**src/rtl/pipelined_adder_tree.sv**
```systemverilog
// Signed binary reduction tree with optional register stages per level.
// A start flag travels with the data so start_out lines up with sum_out.
module pipelined_adder_tree #(
  parameter bit              PIPED           = 1'b1,
  parameter int              NUM_INPUTS      = 4,
  parameter int              INPUT_WIDTH     = 6,
  parameter int              LEVELS          = (NUM_INPUTS > 1) ? $clog2(NUM_INPUTS) : 0,
  parameter logic [LEVELS:0] PIPE_STAGE_MASK = '1
) (
  input  logic                                clk,
  input  logic                                rst_n,
  input  logic signed [INPUT_WIDTH-1:0]       inputs [NUM_INPUTS],
  input  logic                                start,
  output logic signed [INPUT_WIDTH+LEVELS-1:0] sum_out,
  output logic                                start_out
);

  if (NUM_INPUTS < 1) begin : g_bad_num_inputs
    $fatal(1, "pipelined_adder_tree: NUM_INPUTS must be >= 1");
  end
  if (INPUT_WIDTH < 1) begin : g_bad_input_width
    $fatal(1, "pipelined_adder_tree: INPUT_WIDTH must be >= 1");
  end
  if ((1 << LEVELS) < NUM_INPUTS) begin : g_bad_levels
    $fatal(1, "pipelined_adder_tree: LEVELS too small for NUM_INPUTS");
  end

  // Level k holds 2^(LEVELS-k) nodes of INPUT_WIDTH+k bits; level 0 is the padded operand row.
  for (genvar k = 0; k <= LEVELS; k++) begin : g_lvl
    localparam int W      = INPUT_WIDTH + k;
    localparam int N      = 1 << (LEVELS - k);
    localparam bit REG_EN = PIPED && PIPE_STAGE_MASK[k];

    logic signed [W-1:0] stage_in  [N];
    logic signed [W-1:0] stage_out [N];
    logic                valid_in;
    logic                valid_out;

    if (k == 0) begin : g_src
      always_comb begin
        for (int i = 0; i < N; i++) begin
          stage_in[i] = '0;
        end
        for (int i = 0; i < NUM_INPUTS; i++) begin
          stage_in[i] = inputs[i];
        end
        valid_in = start;
      end
    end else begin : g_add
      logic signed [W-2:0] prev [2*N];

      assign prev     = g_lvl[k-1].stage_out;
      assign valid_in = g_lvl[k-1].valid_out;

      // One bit of sign extension per level keeps every pair sum exact.
      always_comb begin
        for (int i = 0; i < N; i++) begin
          stage_in[i] = $signed({prev[2*i][W-2], prev[2*i]}) +
                        $signed({prev[2*i+1][W-2], prev[2*i+1]});
        end
      end
    end

    if (REG_EN) begin : g_reg
      // rst_n is active-high despite its name.
      always_ff @(posedge clk) begin
        if (rst_n) begin
          for (int i = 0; i < N; i++) begin
            stage_out[i] <= '0;
          end
          valid_out <= 1'b0;
        end else begin
          for (int i = 0; i < N; i++) begin
            stage_out[i] <= stage_in[i];
          end
          valid_out <= valid_in;
        end
      end
    end else begin : g_wire
      assign stage_out = stage_in;
      assign valid_out = valid_in;
    end
  end

  assign sum_out   = g_lvl[LEVELS].stage_out[0];
  assign start_out = g_lvl[LEVELS].valid_out;

endmodule

```
**config.mk**
```make
export PLATFORM = sky130hd
export DESIGN_NAME = pipelined_adder_tree
export DESIGN_NICKNAME = d
export VERILOG_FILES = /design/src/rtl/pipelined_adder_tree.sv
export SDC_FILE = /design/constraint.sdc
export NUM_CORES = 1
export LEC_CHECK = 0
export ABC_CLOCK_PERIOD_IN_PS = 2050
export CAP_MARGIN = 20
export CELL_PAD_IN_SITES_DETAIL_PLACEMENT = 1
export CELL_PAD_IN_SITES_GLOBAL_PLACEMENT = 2
export CORE_MARGIN = 10
export CORE_UTILIZATION = 33
export DETAILED_ROUTE_END_ITERATION = 16
export HOLD_SLACK_MARGIN = 0.05
export PLACE_DENSITY_LB_ADDON = 0.1
export SLEW_MARGIN = 20
export SYNTH_ARGS = -nofsm -noshare
export SYNTH_HDL_FRONTEND = slang
export SYNTH_SLANG_ARGS = --single-unit
export TNS_END_PERCENT = 20
```
**constraint.sdc**
```tcl
create_clock -name clk -period 2.05 [get_ports clk]
set_input_delay 0.615 -clock clk [delete_from_list [all_inputs] [get_ports clk]]
set_output_delay 0.615 -clock clk [all_outputs]
set_load 0.02 [all_outputs]
```
After elaboration in Yosys (flattened, before gate mapping). Memory sizes are Yosys's and may differ from the RTL's. Index checks and enable logic that the tools add are counted.

Mux-type cells: 5. Add/sub/neg operators: 3. Reductions and logical operators: 1.

Operators with widths (number): $add 6x6->7 (2); $add 7x7->8 (1); $mux 8 (1); $reduce_or 8->1 (1); $mux 1 (4).

RAM bits: 8. Word-level logic and storage cells: 19. Output and inout port bits: 9. Input port bits: 27. Bits in registers: 41. Memories: 1.

Memory list: g_lvl[2].stage_out (words 1, bits a word 8, read ports 1, clocked after Yosys merged registers in 0, wr ports 1, line 35) `logic signed [W-1:0] stage_out [N];`.

Logic depth before layout (Yosys ltp). Gate-level depths: netlist (run 1).

Depth after elaboration: 3. Gate-level depth with buffers: 7. Gate-level depth less buffers: 7.

Worst setup path after synthesis (run 1). No wires, ideal clock.

Path type: register to register. From: register g_lvl[0].stage_out[12] (netlist bit). To: register g_lvl[1].stage_out[13] (netlist bit). Library setup time: 0.070 ns. Path buffers: 0. Clock period less this slack: 1.697 ns. Required time: 1.980 ns. Path slack: 0.353 ns. Arrival time: 1.627 ns. Stages on the path, launching flop included: 8. Cell sequence: dfxtp_1 > ha_1 > inv_1 > fa_1 > nor2b_4 > o31a_1 > or4b_1 > a21oi_1.

Cells in the longest elaborated chain, start to end: 1.

RTL lines: start: declaration (line 35); start signal: indexed assignment (line 74) `stage_out[i] <= stage_in[i];`; $add 6x6->7 (line 58) `stage_in[i] = $signed({prev[2*i][W-2], prev[2*i]}) +`; end signal: indexed assignment (line 74); end: declaration (line 35).

No other way between the ends. A chain may end at the register's enable or synchronous reset.

Worst setup path in the final report (run 1).
From: memory g_lvl[2].stage_out[0][6] (netlist bit). To: output sum_out[6].

Cells in the longest elaborated chain, start to end: 1.

RTL lines: start: declaration (line 35); $mem_v2 1x8; end: declaration (line 14) `output logic signed [INPUT_WIDTH+LEVELS-1:0] sum_out,`.

No other way between the ends.

==> results of run 1 <==
-- cell usage after synthesis, drive strengths merged --
library cell	instances	area share
nand3b	1	0.0035
nand3	3	0.0070
dfxtp	49	0.46
a21oi	4	0.0094
nor3	9	0.021
fa	3	0.028
or4b	4	0.019
and2b	2	0.0076
o31a	2	0.0082
nor4b	4	0.016
or4	1	0.0035
buf	2	0.011
nand2	5	0.0088
ha	19	0.11
nand2b	5	0.015
nor2	11	0.019
nor3b	3	0.011
o21a	3	0.011
xor2	1	0.0041
a211oi	6	0.023
a21boi	1	0.0035
a21o	5	0.018
nor2b	32	0.10
nor4bb	3	0.014
clkbuf	4	0.0070
o21ai	4	0.0094
a211o	4	0.017
o211ai	3	0.011
nor4	1	0.0029
inv	11	0.019
-- state kept, by name, indices dropped and copies added, names as in the netlist --
name,cells
start_out,1
g_lvl.valid_out,2
g_lvl.stage_out,46
-- cell type report --
type,instances,area [µm²],share of cell area
Timing Repair Buffer,38,380,0.143
Multi-Input combinational cell,139,1070,0.403
Inverter,11,41.3,0.0155
Tap cell,77,96.3,0.0363
Clock buffer,7,86.3,0.0325
Sequential cell,49,981,0.369
-- worst paths after layout --
kind / to / slack, ns
setup / recovery: sum_out[6] / 0.21
hold / removal: g_lvl[1].valid_out / 0.44
setup reg to reg: g_lvl[1].stage_out[13] / 0.26
hold reg to reg: g_lvl[1].valid_out / 0.44
-- cells by family after synthesis --
family                   Yosys count  share of synthesized area
AO/OA/AOI/OAI                     32                      0.110
flip-flops                        49                      0.460
XOR/XNOR                           1                    0.00411
adder cells (fa/ha/maj)           22                      0.140
buffers and inverters             17                     0.0370
AND/OR/NAND/NOR                   84                      0.249
-- metrics by stage --
stage               instances  instance area, µm²  worst slack [ns]  power, mW
global route              321                2660             0.126       2.13
floorplan                 205                2130             0.353       1.31
finish                    321                2660             0.206       1.99
CTS                       321                2660             0.181       2.04
detailed placement        314                2570             0.259       1.46
global placement          314                2570             0.309       1.46
-- layer usage --
metal,up-vias,share of wire,routed length [µm]
met5,-,0,0
li1,787,-,-
met4,0,0.015,59
met3,7,0.064,254
met2,34,0.43,1680
met1,673,0.49,1960
-- report_power, final --
part | total (mW) | switching (mW) | internal, mW
Sequential | 1.05 | 0.0229 | 1.03
Combinational | 0.382 | 0.176 | 0.206
Clock | 0.560 | 0.292 | 0.268
Total | 1.99 | 0.490 | 1.50
==> impl_metrics.json, run 1 <==
{
  "status": "finished, final reports clean",
  "crit_buf_inv": 1,
  "hp-start": "g_lvl[0].valid_out",
  "timing.rr.start": "g_lvl[0].stage_out[12]",
  "start_util": 0.338,
  "synth_nets": 254,
  "die_h_um": 100,
  "final_common_cell": "dfxtp_1",
  "antenna_cells": 0,
  "grtUsageMet3": 0.0288,
  "fin_nets": 293,
  "yosysWarnings": 0,
  "min_path_cells": 1,
  "drive_gt1_frac": 0.0615,
  "grt_use_met1": 0.103,
  "ir_drop_mv": 0.312,
  "clk_latency_ns": 0.29,
  "core_area_mm2": 0.00631,
  "maxCapViolCount": 0,
  "dp_hpwl_um": 3160,
  "cp_max_fo": 1,
  "cts.sinks": 49,
  "crit_start": "g_lvl[2].stage_out[0][6]",
  "synth_seq_cells": 49,
  "yosysSeqAreaShare": 0.460,
  "layout_common_cells": "dfxtp_1 (49), clkdlybuf4s50_1 (34), nor2b_1 (30)",
  "tightest_slew_ns": 0.379,
  "path_class": "reg2out",
  "root_buffer": "clkbuf_8",
  "finalCriticalPeriod_ns": 1.84,
  "cp_cell_sequence": "clkdlybuf4s50_1",
  "crit_arrival_ns": 1.23,
  "fmaxAchievable_mhz": 542,
  "gp_congestion": 0.741,
  "antenna_left": 0,
  "postCtsSetupBuffers": 0,
  "syn_avg_cell_area_um2": 10.4,
  "ctsHtreeMaxLevel": 2,
  "fin_crit_sh": 0.900,
  "rsz0062_at_grt": "no",
  "grtUsageMet2": 0.131,
  "clk_path_buf_depth": 2,
  "syn_inst": 205,
  "fp.dieW_um": 100,
  "row_count": 29,
  "slew_headroom": 0.746,
  "numCtsBuffers": 5,
  "cts_resized": 0,
  "cp_num_cells": 1,
  "wl_per_cell_um": 12.3,
  "cts_tree": "done",
  "critPathTopFamily": "buffers and inverters",
  "slowest_delay_ns": 0.60,
  "syn_to_final_growth_pct": 24.6,
  "required_ns": 1.43,
  "utilization": 0.421,
  "skew_ns": 0.00640,
  "drt_iter0_markers": 28,
  "cts_hold_buf": 0,
  "first_global_vias": 1566,
  "ios": 36,
  "hold_viol_final": 0,
  "vias_per_cell": 4.68,
  "drv_slew": 0,
  "antenna_found_initial": 0,
  "grt.total_usage": 0.0848,
  "p_leak_nw": 1.10,
  "setup.worst_path.end_class": "output pin",
  "routed_wl_um": 3950,
  "die_area_mm2": 0.0101,
  "overflow": 0,
  "ff2ff_path_depth": 7,
  "hold_path_class": "reg2reg",
  "clk_pin_slew_ns": 0.08,
  "syn_area_mm2": 0.00213,
  "setup_violations": 0,
  "whs_ns": 0.442,
  "grt_pass1_wl_um": 7110,
  "cellPowerDensity_mw_per_mm2": 749,
  "fin_tns_setup_ns": 0,
  "drt_pass1_iterations": 4,
  "drc": 0,
  "yosysUniqueCellTypes": 34,
  "cp-start-kind": "register",
  "num_vias": 1501,
  "num-fill-cells": 747,
  "grt-busiest-layer": "met2",
  "grt_max_degree": 23,
  "crit_slowest_cell": "clkdlybuf4s50_1",
  "io_buffers": 35
}
Power figures use the tool's default switching activity.
==> inputs of run 2 (changes only) <==
- ABC_CLOCK_PERIOD_IN_PS: 2050 -> 2360
- CORE_UTILIZATION: 33 -> 36
- clock period: 2.05 -> 2.36 ns (I/O delays scaled with it)
==> impl_metrics.json, run 2 (synthesized netlist as in run 1, its figures left out) <==
{
  "cp-start-kind": "register",
  "grt.total_usage": 0.0968,
  "required_ns": 1.65,
  "die_area_mm2": 0.00940,
  "fin_tns_setup_ns": 0,
  "crit_buf_inv": 1,
  "dp_slack_ns": 0.473,
  "maxCapViolCount": 0,
  "postCtsSetupBuffers": 0,
  "clk_pin_slew_ns": 0.08,
  "root_buffer": "clkbuf_8",
  "die_h_um": 97.0,
  "min_path_cells": 1,
  "fin_cells": 315,
  "start_util": 0.378,
  "setup.worst_path.end_class": "output pin",
  "placed_cell_area_mm2": 0.00256,
  "ir_drop_mv": 0.228,
  "ff2ff_path_depth": 7,
  "drt_iter0_markers": 57,
  "overflow": 0,
  "fmaxAchievable_mhz": 518,
  "finalCriticalPeriod_ns": 1.93,
  "hold_path_class": "reg2reg",
  "cts_hold_buf": 0,
  "path_class": "reg2out",
  "vias_per_cell": 5.01,
  "fin_ws_ns": 0.428,
  "num_vias": 1578,
  "largest_register": "g_lvl.stage_out",
  "final_common_cell": "dfxtp_1",
  "cts_resized": 0,
  "fin_area_mm2": 0.00264,
  "antenna_left": 0,
  "cellPowerDensity_mw_per_mm2": 656,
  "layout_common_cells": "dfxtp_1 (49), clkdlybuf4s50_1 (34), nor2b_1 (30)",
  "crit_arrival_ns": 1.22,
  "antenna_cells": 0,
  "grt_pass1_wl_um": 7670,
  "clk_latency_ns": 0.30,
  "numCtsBuffers": 5,
  "ios": 36,
  "cp_max_fo": 1,
  "fin_nets": 292,
  "drt_pass1_iterations": 4,
  "core_area_mm2": 0.00564,
  "skew_ns": 0.00663,
  "reg2reg_to": "g_lvl[1].stage_out[13]",
  "rrSetupSlack_ns": 0.56,
  "cts.sinks": 49,
  "dp_hpwl_um": 3640,
  "fin_crit_sh": 0.819,
  "drc": 0,
  "p_total_mw": 1.73,
  "timing.rr.start": "g_lvl[0].stage_out[12]",
  "row_count": 27,
  "tightest_slew_ns": 0.397,
  "io_buffers": 35,
  "gp_congestion": 0.756,
  "rsz0062_at_grt": "no",
  "grt_max_degree": 25,
  "cts_tree": "done",
  "clk_path_buf_depth": 2,
  "p_leak_nw": 1.10,
  "critPathTopFamily": "buffers and inverters",
  "status": "finished, final reports clean",
  "hp-start": "g_lvl[0].valid_out",
  "min_to": "g_lvl[1].valid_out",
  "routed_wl_um": 4460,
  "crit_slowest_cell": "clkdlybuf4s50_1",
  "drv_slew": 0,
  "slowest_delay_ns": 0.60,
  "slew_headroom": 0.734,
  "fp.dieW_um": 97.0,
  "dp.cells": 308,
  "first_global_vias": 1688,
  "largest_register_ffs": 46,
  "cp_cell_sequence": "clkdlybuf4s50_1",
  "ctsHtreeMaxLevel": 2,
  "antenna_found_initial": 0,
  "syn_to_final_growth_pct": 24.0,
  "wl_per_cell_um": 14.2,
  "hold_viol_final": 0,
  "setup_violations": 0,
  "drive_gt1_frac": 0.0576
}
==> run 2: cell count changes in the layout (fill, tap and decap cells not counted), sizes merged <==
cell / before / now
buf: 4 / 3
==> run 2: final cells by class <==
type                       instances  area (µm²)
tap                               72        90.1
fill                             618        3000
clock buffer                       7        86.3
timing repair buffer              37         373
inverter                          11        41.3
multi-input combinational        139        1070
sequential                        49         981
==> run 2: routing by layer <==
layer  GRT usage  vias to the layer above  wire (µm)  part of all wire
met5           0                        -          0                 0
met4      0.0440                        0         79             0.018
met3      0.0362                        8        292             0.065
met2       0.175                       31       2330              0.52
met1      0.0951                      756       1760              0.40
li1            -                      783          -                 -
==> run 2: worst max path at each step <==
stage | slack [ns] | cells after the start | startpoint | to
global placement | 0.54 | 4 | rst_n | g_lvl[1].stage_out[12]
detailed placement | 0.47 | 4 | rst_n | g_lvl[1].stage_out[12]
finish | 0.43 | 1 | g_lvl[2].stage_out[0][6] | sum_out[6]
CTS | 0.41 | 1 | g_lvl[2].stage_out[0][6] | sum_out[6]
floorplan | 0.66 | 7 | g_lvl[0].stage_out[12] | g_lvl[1].stage_out[13]
global route | 0.37 | 1 | g_lvl[2].stage_out[0][7] | sum_out[7]
==> run 2: metrics by stage <==
| stage | utilization | hold slack, ns |
|---|---|---|
| after floorplan | - | 0.414 |
| after global placement | 0.453 | 0.424 |
| after detailed placement | 0.453 | 0.451 |
| after CTS | 0.469 | 0.463 |
| after global routing | 0.469 | 0.467 |
| final | 0.469 | 0.456 |
==> run 2: where the power goes <==
group	total [mW]	switching [mW]	leakage (nW)	internal, mW
clock network	0.487	0.254	0.0443	0.233
registers	0.913	0.0216	0.407	0.891
logic	0.334	0.156	0.647	0.178
